$ cat src/rtl/axil_wr_arbiter_if.sv
// rtl/axil_wr_arbiter_if.sv - shared AXI-lite write bus bundle: S_COUNT requester slices plus one downstream master port
interface axil_wr_arbiter_if #(
    parameter int S_COUNT    = 4,
    parameter int ADDR_WIDTH = 32,
    parameter int DATA_WIDTH = 32,
    parameter int STRB_WIDTH = DATA_WIDTH / 8
);
    logic [S_COUNT*ADDR_WIDTH-1:0] s_axil_awaddr;
    logic [S_COUNT*3-1:0]          s_axil_awprot;
    logic [S_COUNT-1:0]            s_axil_awvalid;
    logic [S_COUNT-1:0]            s_axil_awready;
    logic [S_COUNT*DATA_WIDTH-1:0] s_axil_wdata;
    logic [S_COUNT*STRB_WIDTH-1:0] s_axil_wstrb;
    logic [S_COUNT-1:0]            s_axil_wvalid;
    logic [S_COUNT-1:0]            s_axil_wready;
    logic [S_COUNT*2-1:0]          s_axil_bresp;
    logic [S_COUNT-1:0]            s_axil_bvalid;
    logic [S_COUNT-1:0]            s_axil_bready;

    logic [ADDR_WIDTH-1:0]         m_axil_awaddr;
    logic [2:0]                    m_axil_awprot;
    logic                          m_axil_awvalid;
    logic                          m_axil_awready;
    logic [DATA_WIDTH-1:0]         m_axil_wdata;
    logic [STRB_WIDTH-1:0]         m_axil_wstrb;
    logic                          m_axil_wvalid;
    logic                          m_axil_wready;
    logic [1:0]                    m_axil_bresp;
    logic                          m_axil_bvalid;
    logic                          m_axil_bready;

    // The arbiter's view: requester slices in, shared master port out.
    modport slave (
        input  s_axil_awaddr, s_axil_awprot, s_axil_awvalid,
        output s_axil_awready,
        input  s_axil_wdata, s_axil_wstrb, s_axil_wvalid,
        output s_axil_wready,
        output s_axil_bresp, s_axil_bvalid,
        input  s_axil_bready,
        output m_axil_awaddr, m_axil_awprot, m_axil_awvalid,
        input  m_axil_awready,
        output m_axil_wdata, m_axil_wstrb, m_axil_wvalid,
        input  m_axil_wready,
        input  m_axil_bresp, m_axil_bvalid,
        output m_axil_bready
    );

    modport master (
        output s_axil_awaddr, s_axil_awprot, s_axil_awvalid,
        input  s_axil_awready,
        output s_axil_wdata, s_axil_wstrb, s_axil_wvalid,
        input  s_axil_wready,
        input  s_axil_bresp, s_axil_bvalid,
        output s_axil_bready,
        input  m_axil_awaddr, m_axil_awprot, m_axil_awvalid,
        output m_axil_awready,
        input  m_axil_wdata, m_axil_wstrb, m_axil_wvalid,
        output m_axil_wready,
        output m_axil_bresp, m_axil_bvalid,
        input  m_axil_bready
    );
endinterface

$ cat src/rtl/axil_wr_arbiter.sv
// rtl/axil_wr_arbiter.sv - one-transaction-at-a-time AXI-lite write arbiter, round-robin by default
// AXIL_WR_ARB_FIXED_PRIO_EN selects fixed lowest-index-wins priority instead of round-robin.
module axil_wr_arbiter #(
    parameter int S_COUNT    = 4,
    parameter int ADDR_WIDTH = 32,
    parameter int DATA_WIDTH = 32,
    parameter int STRB_WIDTH = DATA_WIDTH / 8,
    parameter int SEL_WIDTH  = $clog2(S_COUNT)
) (
    input  logic                clk,
    input  logic                rst,
    axil_wr_arbiter_if.slave    bus
);
    typedef enum logic [1:0] {IDLE, XFER, RESP} state_t;

    state_t               state_q, state_d;
    logic [SEL_WIDTH-1:0] grant_q, grant_d;
    logic                 aw_done_q, aw_done_d;
    logic                 wr_done_q, wr_done_d;
    logic                 pick_valid;
    logic [SEL_WIDTH-1:0] pick_idx;
    logic [SEL_WIDTH-1:0] cand;
    logic                 aw_hs, w_hs, b_hs;
`ifndef AXIL_WR_ARB_FIXED_PRIO_EN
    logic [SEL_WIDTH-1:0] rr_ptr_q, rr_ptr_d;
`endif

    // Scan downwards so the lowest offset from the search start wins without a break.
    always_comb begin
        pick_valid = 1'b0;
        pick_idx   = '0;
        cand       = '0;
        for (int i = S_COUNT - 1; i >= 0; i--) begin
`ifdef AXIL_WR_ARB_FIXED_PRIO_EN
            cand = SEL_WIDTH'(i);
`else
            cand = SEL_WIDTH'((int'(rr_ptr_q) + i) % S_COUNT);
`endif
            if (bus.s_axil_awvalid[cand]) begin
                pick_valid = 1'b1;
                pick_idx   = cand;
            end
        end
    end

    always_comb begin
        state_d   = state_q;
        grant_d   = grant_q;
        aw_done_d = aw_done_q;
        wr_done_d = wr_done_q;
`ifndef AXIL_WR_ARB_FIXED_PRIO_EN
        rr_ptr_d  = rr_ptr_q;
`endif
        aw_hs = 1'b0;
        w_hs  = 1'b0;
        b_hs  = 1'b0;

        bus.s_axil_awready = '0;
        bus.s_axil_wready  = '0;
        bus.s_axil_bvalid  = '0;
        bus.s_axil_bresp   = '0;
        bus.m_axil_awaddr  = '0;
        bus.m_axil_awprot  = '0;
        bus.m_axil_awvalid = 1'b0;
        bus.m_axil_wdata   = '0;
        bus.m_axil_wstrb   = '0;
        bus.m_axil_wvalid  = 1'b0;
        bus.m_axil_bready  = 1'b0;

        case (state_q)
            IDLE: begin
                if (pick_valid) begin
                    grant_d = pick_idx;
                    state_d = XFER;
                end
            end
            XFER: begin
                bus.m_axil_awaddr  = bus.s_axil_awaddr[grant_q*ADDR_WIDTH +: ADDR_WIDTH];
                bus.m_axil_awprot  = bus.s_axil_awprot[grant_q*3 +: 3];
                bus.m_axil_awvalid = bus.s_axil_awvalid[grant_q] & ~aw_done_q;
                bus.s_axil_awready[grant_q] = bus.m_axil_awready & ~aw_done_q;
                bus.m_axil_wdata   = bus.s_axil_wdata[grant_q*DATA_WIDTH +: DATA_WIDTH];
                bus.m_axil_wstrb   = bus.s_axil_wstrb[grant_q*STRB_WIDTH +: STRB_WIDTH];
                bus.m_axil_wvalid  = bus.s_axil_wvalid[grant_q] & ~wr_done_q;
                bus.s_axil_wready[grant_q] = bus.m_axil_wready & ~wr_done_q;

                aw_hs = bus.s_axil_awvalid[grant_q] & bus.m_axil_awready & ~aw_done_q;
                w_hs  = bus.s_axil_wvalid[grant_q] & bus.m_axil_wready & ~wr_done_q;
                aw_done_d = aw_done_q | aw_hs;
                wr_done_d = wr_done_q | w_hs;
                if (aw_done_d && wr_done_d) begin
                    aw_done_d = 1'b0;
                    wr_done_d = 1'b0;
                    state_d   = RESP;
                end
            end
            RESP: begin
                bus.m_axil_bready = bus.s_axil_bready[grant_q];
                bus.s_axil_bvalid[grant_q] = bus.m_axil_bvalid;
                bus.s_axil_bresp[grant_q*2 +: 2] = bus.m_axil_bresp;
                b_hs = bus.m_axil_bvalid & bus.s_axil_bready[grant_q];
                if (b_hs) begin
`ifndef AXIL_WR_ARB_FIXED_PRIO_EN
                    rr_ptr_d = (int'(grant_q) == S_COUNT - 1) ? '0 : grant_q + 1'b1;
`endif
                    state_d = IDLE;
                end
            end
            default: state_d = IDLE;
        endcase
    end

    always_ff @(posedge clk or posedge rst) begin
        if (rst) begin
            state_q   <= IDLE;
            grant_q   <= '0;
            aw_done_q <= 1'b0;
            wr_done_q <= 1'b0;
`ifndef AXIL_WR_ARB_FIXED_PRIO_EN
            rr_ptr_q  <= '0;
`endif
        end else begin
            state_q   <= state_d;
            grant_q   <= grant_d;
            aw_done_q <= aw_done_d;
            wr_done_q <= wr_done_d;
`ifndef AXIL_WR_ARB_FIXED_PRIO_EN
            rr_ptr_q  <= rr_ptr_d;
`endif
        end
    end

    // Only the granted slice may ever be driven.
    a_awready_onehot: assert property (@(posedge clk) disable iff (rst) $onehot0(bus.s_axil_awready));
    a_wready_onehot:  assert property (@(posedge clk) disable iff (rst) $onehot0(bus.s_axil_wready));
    a_bvalid_onehot:  assert property (@(posedge clk) disable iff (rst) $onehot0(bus.s_axil_bvalid));
endmodule

$ cat src/flat_wrapper.sv
// flat-port wrapper written by rule: the top's interface ports become plain ports
module axil_wr_arbiter_flat 
#(
    parameter int S_COUNT    = 4,
    parameter int ADDR_WIDTH = 32,
    parameter int DATA_WIDTH = 32,
    parameter int STRB_WIDTH = DATA_WIDTH / 8,
    parameter int SEL_WIDTH  = $clog2(S_COUNT)
)
  (clk, rst, bus_s_axil_awaddr, bus_s_axil_awprot, bus_s_axil_awvalid, bus_s_axil_awready, bus_s_axil_wdata, bus_s_axil_wstrb, bus_s_axil_wvalid, bus_s_axil_wready, bus_s_axil_bresp, bus_s_axil_bvalid, bus_s_axil_bready, bus_m_axil_awaddr, bus_m_axil_awprot, bus_m_axil_awvalid, bus_m_axil_awready, bus_m_axil_wdata, bus_m_axil_wstrb, bus_m_axil_wvalid, bus_m_axil_wready, bus_m_axil_bresp, bus_m_axil_bvalid, bus_m_axil_bready);
  axil_wr_arbiter_if #(.S_COUNT(S_COUNT), .ADDR_WIDTH(ADDR_WIDTH), .DATA_WIDTH(DATA_WIDTH), .STRB_WIDTH(STRB_WIDTH)) bus_i ();
  input  logic clk;
  input  logic rst;
  input wire logic [$bits(bus_i.s_axil_awaddr)-1:0] bus_s_axil_awaddr;
  input wire logic [$bits(bus_i.s_axil_awprot)-1:0] bus_s_axil_awprot;
  input wire logic [$bits(bus_i.s_axil_awvalid)-1:0] bus_s_axil_awvalid;
  output wire logic [$bits(bus_i.s_axil_awready)-1:0] bus_s_axil_awready;
  input wire logic [$bits(bus_i.s_axil_wdata)-1:0] bus_s_axil_wdata;
  input wire logic [$bits(bus_i.s_axil_wstrb)-1:0] bus_s_axil_wstrb;
  input wire logic [$bits(bus_i.s_axil_wvalid)-1:0] bus_s_axil_wvalid;
  output wire logic [$bits(bus_i.s_axil_wready)-1:0] bus_s_axil_wready;
  output wire logic [$bits(bus_i.s_axil_bresp)-1:0] bus_s_axil_bresp;
  output wire logic [$bits(bus_i.s_axil_bvalid)-1:0] bus_s_axil_bvalid;
  input wire logic [$bits(bus_i.s_axil_bready)-1:0] bus_s_axil_bready;
  output wire logic [$bits(bus_i.m_axil_awaddr)-1:0] bus_m_axil_awaddr;
  output wire logic [$bits(bus_i.m_axil_awprot)-1:0] bus_m_axil_awprot;
  output wire logic [$bits(bus_i.m_axil_awvalid)-1:0] bus_m_axil_awvalid;
  input wire logic [$bits(bus_i.m_axil_awready)-1:0] bus_m_axil_awready;
  output wire logic [$bits(bus_i.m_axil_wdata)-1:0] bus_m_axil_wdata;
  output wire logic [$bits(bus_i.m_axil_wstrb)-1:0] bus_m_axil_wstrb;
  output wire logic [$bits(bus_i.m_axil_wvalid)-1:0] bus_m_axil_wvalid;
  input wire logic [$bits(bus_i.m_axil_wready)-1:0] bus_m_axil_wready;
  input wire logic [$bits(bus_i.m_axil_bresp)-1:0] bus_m_axil_bresp;
  input wire logic [$bits(bus_i.m_axil_bvalid)-1:0] bus_m_axil_bvalid;
  output wire logic [$bits(bus_i.m_axil_bready)-1:0] bus_m_axil_bready;
  assign bus_i.s_axil_awaddr = bus_s_axil_awaddr;
  assign bus_i.s_axil_awprot = bus_s_axil_awprot;
  assign bus_i.s_axil_awvalid = bus_s_axil_awvalid;
  assign bus_s_axil_awready = bus_i.s_axil_awready;
  assign bus_i.s_axil_wdata = bus_s_axil_wdata;
  assign bus_i.s_axil_wstrb = bus_s_axil_wstrb;
  assign bus_i.s_axil_wvalid = bus_s_axil_wvalid;
  assign bus_s_axil_wready = bus_i.s_axil_wready;
  assign bus_s_axil_bresp = bus_i.s_axil_bresp;
  assign bus_s_axil_bvalid = bus_i.s_axil_bvalid;
  assign bus_i.s_axil_bready = bus_s_axil_bready;
  assign bus_m_axil_awaddr = bus_i.m_axil_awaddr;
  assign bus_m_axil_awprot = bus_i.m_axil_awprot;
  assign bus_m_axil_awvalid = bus_i.m_axil_awvalid;
  assign bus_i.m_axil_awready = bus_m_axil_awready;
  assign bus_m_axil_wdata = bus_i.m_axil_wdata;
  assign bus_m_axil_wstrb = bus_i.m_axil_wstrb;
  assign bus_m_axil_wvalid = bus_i.m_axil_wvalid;
  assign bus_i.m_axil_wready = bus_m_axil_wready;
  assign bus_i.m_axil_bresp = bus_m_axil_bresp;
  assign bus_i.m_axil_bvalid = bus_m_axil_bvalid;
  assign bus_m_axil_bready = bus_i.m_axil_bready;
  axil_wr_arbiter #(.S_COUNT(S_COUNT), .ADDR_WIDTH(ADDR_WIDTH), .DATA_WIDTH(DATA_WIDTH), .STRB_WIDTH(STRB_WIDTH), .SEL_WIDTH(SEL_WIDTH)) u_core (.clk(clk), .rst(rst), .bus(bus_i));
endmodule
$ cat config.mk
export PLATFORM = sky130hd
export DESIGN_NAME = axil_wr_arbiter_flat
export DESIGN_NICKNAME = d
export VERILOG_FILES = /design/src/rtl/axil_wr_arbiter_if.sv /design/src/rtl/axil_wr_arbiter.sv /design/src/flat_wrapper.sv
export SDC_FILE = /design/constraint.sdc
export NUM_CORES = 1
export LEC_CHECK = 0
export ABC_AREA = 1
export CORE_AREA = 5 5 151 153
export DETAILED_ROUTE_END_ITERATION = 8
export DIE_AREA = 0 0 156 158
export DONT_BUFFER_PORTS = 1
export HOLD_SLACK_MARGIN = 0.1
export SYNTH_ARGS = -nofsm -noshare
export SYNTH_HDL_FRONTEND = slang
export SYNTH_SLANG_ARGS = --single-unit
$ cat constraint.sdc
create_clock -name clk -period 3.1 [get_ports clk]
set_input_delay 0.155 -clock clk [delete_from_list [all_inputs] [get_ports clk]]
set_output_delay 0.155 -clock clk [all_outputs]
set_load 0.01 [all_outputs]
[Word-level counts from Yosys, hierarchy flattened]
Cells that the tools add are included.
Word-level totals
  bits in writable memories: 0
  memories kept: 0
  ROM bits: 0
  input port bits: 303
  bits in latches: 0
  flip-flop bits (word level): 8
  word-level logic and storage cells: 94
Operators by class
  eq/ne operators: 6
  order comparisons: 6
  add/sub/neg operators: 5
  reductions and logical operators: 6
  $mul: 1
  muxes and demuxes: 42
  shift operators: 6
  bitwise gates (word level): 17
  divide/modulo/power cells: 0
Operators with widths (number)
  $shiftx A128 B8 Y32: 2
  $mux W32: 2
  $neg A3 Y34: 1
  $shift A2 B34 Y8 const A: 1
  $shiftx A2 B34 Y8: 1
  $mux W1: 17
  $mux W2: 8
  $mux W4: 4
  $shiftx A16 B5 Y4: 1
  $lt A2 B3 Y1 const B: 5
  $bmux W1 S2: 7
  $and A4 B4 Y4: 3
  $shiftx A12 B5 Y3: 1
  $and A1 B1 Y1: 9
  $and A8 B8 Y8: 1
  $mux W8: 1
  $ne A2 B1 Y1 const B: 3
  $pmux W2 S3: 1
  $add A2 B1 Y2 const B: 2
  $add A2 B2 Y2 const B: 2
  $eq A2 B1 Y1 const B: 2
  $mul A2 B2 Y4 const B: 1
  $reduce_and A2 Y1: 2
  $mux W3: 1
  other kinds (8): 11

[Logic depth before layout (Yosys ltp)]
  depth in word-level cells: 9
  gate-level depth with buffers: 11
  gate-level depth less buffers: 11

[Worst setup path before layout]
OpenSTA, ideal clock, no wires.
  path kind: register to output
  from: register u_core.grant_q[0]
  to: output bus_s_axil_bresp[0]
  data arrival time: 1.698 ns
  path slack: 1.247 ns
  required time: 2.945 ns
  buffers on the path: 3
  stages on the path, launching flop included: 7
  cell sequence: dfrtp_1 -> inv_2 -> buf_6 -> buf_6 -> buf_2 -> ha_1 -> nor4_1
On the way
  word-level cells in the longest chain between the ends: 4
RTL lines
  start: declaration: RTL line axil_wr_arbiter.sv:17  | logic [SEL_WIDTH-1:0] grant_q, grant_d;
  start signal: assignment: RTL line axil_wr_arbiter.sv:124  | grant_q <= grant_d;
  $neg A3 Y34 *: RTL line axil_wr_arbiter.sv:100  | bus.s_axil_bresp[grant_q*2 +: 2] = bus.m_axil_bresp;
  $shiftx A2 B34 Y8 or $shift A2 B34 Y8 (tied branches): RTL line axil_wr_arbiter.sv:100
  $and A8 B8 Y8 (no source line) *
  $mux W8 *: RTL line axil_wr_arbiter.sv:70  | case (state_q)
  end: declaration: RTL line flat_wrapper.sv:22  | output wire logic [$bits(bus_i.s_axil_bresp)-1:0] bus_s_axil_bresp;
Every way passes the cells marked *; elsewhere a longest branch is shown, timed or not.

[Worst setup path in the final report]
Ends and elaborated chain as after synthesis.

==> key figures <==
Status
  – Outcome: finished, final reports clean

Logic synthesis
  – Seq cells post-synth: 8
  – Synth top area cells: nor2_1 33%, o21ai_0 15%, a21oi_1 10%, o21ai_1 7.0%, nand2_1 7.0%
  – Synth Cell Area: 3410 um2
  – Synth top cells by count: 301 x nor2_1, 100 x o21ai_0, 71 x a21oi_1
  – Seq/Total Area, Yosys: 5.87%
  – Yosys top cell by area: nor2_1
  – Post-synthesis async set-or-reset flop share: 100%
  – Synthesized Nets: 1,036
  – Most used DFF post-synth: dfrtp_1
  – Synth top area share: 33.1%
  – Post-synth EDFFs: 0
  – Yosys warns: 0
  – Synth Instances: 727
  – Most numerous cell in the Yosys netlist: nor2_1
  – Syn Area/Cell: 4.69 um2
  – Synth cell types: 24

Clock tree
  – CTS Sinks: 8
  – Setup Buffers After CTS: 0
  – Depth of the CTS H-tree: 1
  – CTS Hold Bufs: 2
  – Root buf cell: clkbuf_16
  – Cts bufs inserted: 3
  – Clock buffer depth: 2
  – CTS tree: yes
  – Clk_lat worst skew: 0.24 ns
  – Clock slew at reported path FFs: 0.04 ns
  – Post_cts resized: 0

Timing
  – Count of pins over their slew limit: 0
  – Period minus WS final: 2.72 ns
  – Period utilization: 87.8%
  – Setup-failing EPs final: 0
  – RSZ-0062 raised after global routing: false
  – Setup tns final: 0 ns
  – Max-slew headroom: 33.2%
  – Slew @ Worst Pin: 1.00 ns
  – Final Hold Viols: 0
  – Fmax: 367 MHz
  – Final Skew: 0.00123 ns

Floorplan
  – Core box area: 21,400 um2
  – Die area: 24,600 um2
  – Die height: 158 um
  – # IOs: 397
  – Rows: 54
  – Die Wd: 156 um
  – Initial core utilization: 15.9%

Power
  – LEAKAGE: 1.43 nW
  – Power, Total: 3.72 mW
  – Max VDD drop: 0.315 mV
  – Power per cell area: 1020 nW/um2

Placement
  – Inst Count DP: 958
  – GP Congestion: 0.889
  – DPL Wire Length: 13.9 mm
  – Post-Place Cell Area: 3550 um2
  – IO buf count: 0

Cells and area
  – Multi-input combinational cell area: 2820 um2
  – Register Area: 205 um2
  – Final instance count without filler cells: 966
  – Final #Nets: 994
  – Fillers: 2,484
  – Fraction of layout cells with a size suffix above 1: 4.97%
  – Final instance area: 3650 um2
  – Layout area overhead: 7.01%

Detailed routing
  – DRC violations left: 0
  – WL/cell: 18.2 um
  – DRT iter0 DRCs: 704
  – Vias/cell: 5.12
  – Routed wire length: 17.6 mm
  – Routed vias: 4,950
  – First-pass DRT Iterations: 6
  – Routed Antenna Nets: 0

Setup path
  – CP Class: flop to primary output
  – Critical path capture point type: primary output
  – CP required: 2.94 ns
  – Cell with the largest stage delay on the worst path: inv_4
  – CP Max Fanout: 117
  – CP Launch Type: flop
  – Worst Path Arrival: 2.57 ns
  – Crit-path cells: inv_4 -> ha_1 -> nor4_1 -> buf_4
  – Slowest stage delay, CP: 0.75 ns

Flow run
  – Max Cap Viol: 0

Global route
  – Congestion Overflow GR: 0
  – Initial antenna violation count: 1
  – Largest net degree at the start of global routing: 118
  – First-pass GRT wire length: 23.7 mm
  – Vias in the first global route: 4,137
  – GR Util All Layers: 12.1%

Min path
  – Hold crit path type: input port to flop
==> worst max-delay path: cells and delay by family, from the launching register on <==
family / cells / cell delay [ns]
DFF: 1 / 0.64
adders and majority gates: 1 / 0.41
buffers and inverters: 2 / 0.92
and+or+nand+nor: 1 / 0.30
==> metrics by stage <==
step | worst slack (ns) | hold WS, ns | util [%]
after floorplan | 1.25 | -0.0293 | -
after global placement | 0.672 | 0.0370 | 16.6
after detailed placement | 0.638 | 0.0417 | 16.6
after CTS | 0.362 | 0.179 | 17.0
after global routing | 0.121 | 0.242 | 17.0
final | 0.377 | 0.183 | 17.0
==> worst paths after layout <==
path | startpoint | endpoint | slack (ns) | depth (start not counted)
worst max register to register | u_core.grant_q[0] | u_core.rr_ptr_q[0] | 0.78 | 8
worst min register to register | u_core.wr_done_q | u_core.wr_done_q | 0.58 | 2
max in group asynchronous | rst | u_core.grant_q[0] | 2.47 | 2
worst max-delay path | u_core.grant_q[0] | bus_s_axil_bresp[0] | 0.38 | 4
worst min-delay path | bus_m_axil_awready | u_core.aw_done_q | 0.18 | 4
min in group asynchronous | rst | u_core.rr_ptr_q[1] | 0.34 | 2
==> cell families (layout without fill, tap and decap cells) <==
logic type | count (synthesis) | after routing | synth area share, %
AO/OA/AOI/OAI | 223 | 223 | 33.5
other | 0 | 2 | 0
adder cells (fa/ha/maj) | 6 | 6 | 2.20
flip-flops | 8 | 8 | 5.87
buffers and inverters | 84 | 41 | 11.4
AND/OR/NAND/NOR | 406 | 406 | 47.1
==> power breakdown <==
group	switching, mW	internal [mW]	leakage (nW)
registers	0.117	0.158	0.0971
clock network	0.0639	0.173	0.0382
logic	2.33	0.880	1.30
total	2.51	1.21	1.43
==> layout make-up <==
cell class	instances	share of cell area, %
antenna	2	0.137
clock buffer	4	2.16
inverter	26	2.74
multi-input combinational	635	77.3
sequential	8	5.62
tap	280	9.60
timing repair buffer	11	2.40
==> registers in the layout (all words and copies together), names as in the netlist <==
name / count
u_core.wr_done_q: 1
u_core.aw_done_q: 1
u_core.state_q: 2
u_core.rr_ptr_q: 2
u_core.grant_q: 2
==> cell usage in the layout, fill, tap and decap left out, drive strengths merged <==
| cell | n |
|---|---|
| a21boi | 1 |
| a21oi | 71 |
| buf | 9 |
| clkbuf | 4 |
| dfrtp | 8 |
| diode | 2 |
| dlygate4sd3 | 2 |
| ha | 6 |
| inv | 26 |
| nand2 | 71 |
| nand3 | 18 |
| nor2 | 304 |
| nor3 | 11 |
| nor4 | 2 |
| o21ai | 149 |
| o22ai | 1 |
| o31ai | 1 |
==> layer usage <==
metal | GRT usage, % | wire, um | part of all wire, %
met2 | 19.9 | 8330 | 47
met5 | 0 | 13 | 0.074
met3 | 3.66 | 2020 | 11
met1 | 15.8 | 6990 | 40
met4 | 2.21 | 265 | 1.5
Note: power is estimated with default switching activity, not from simulation.
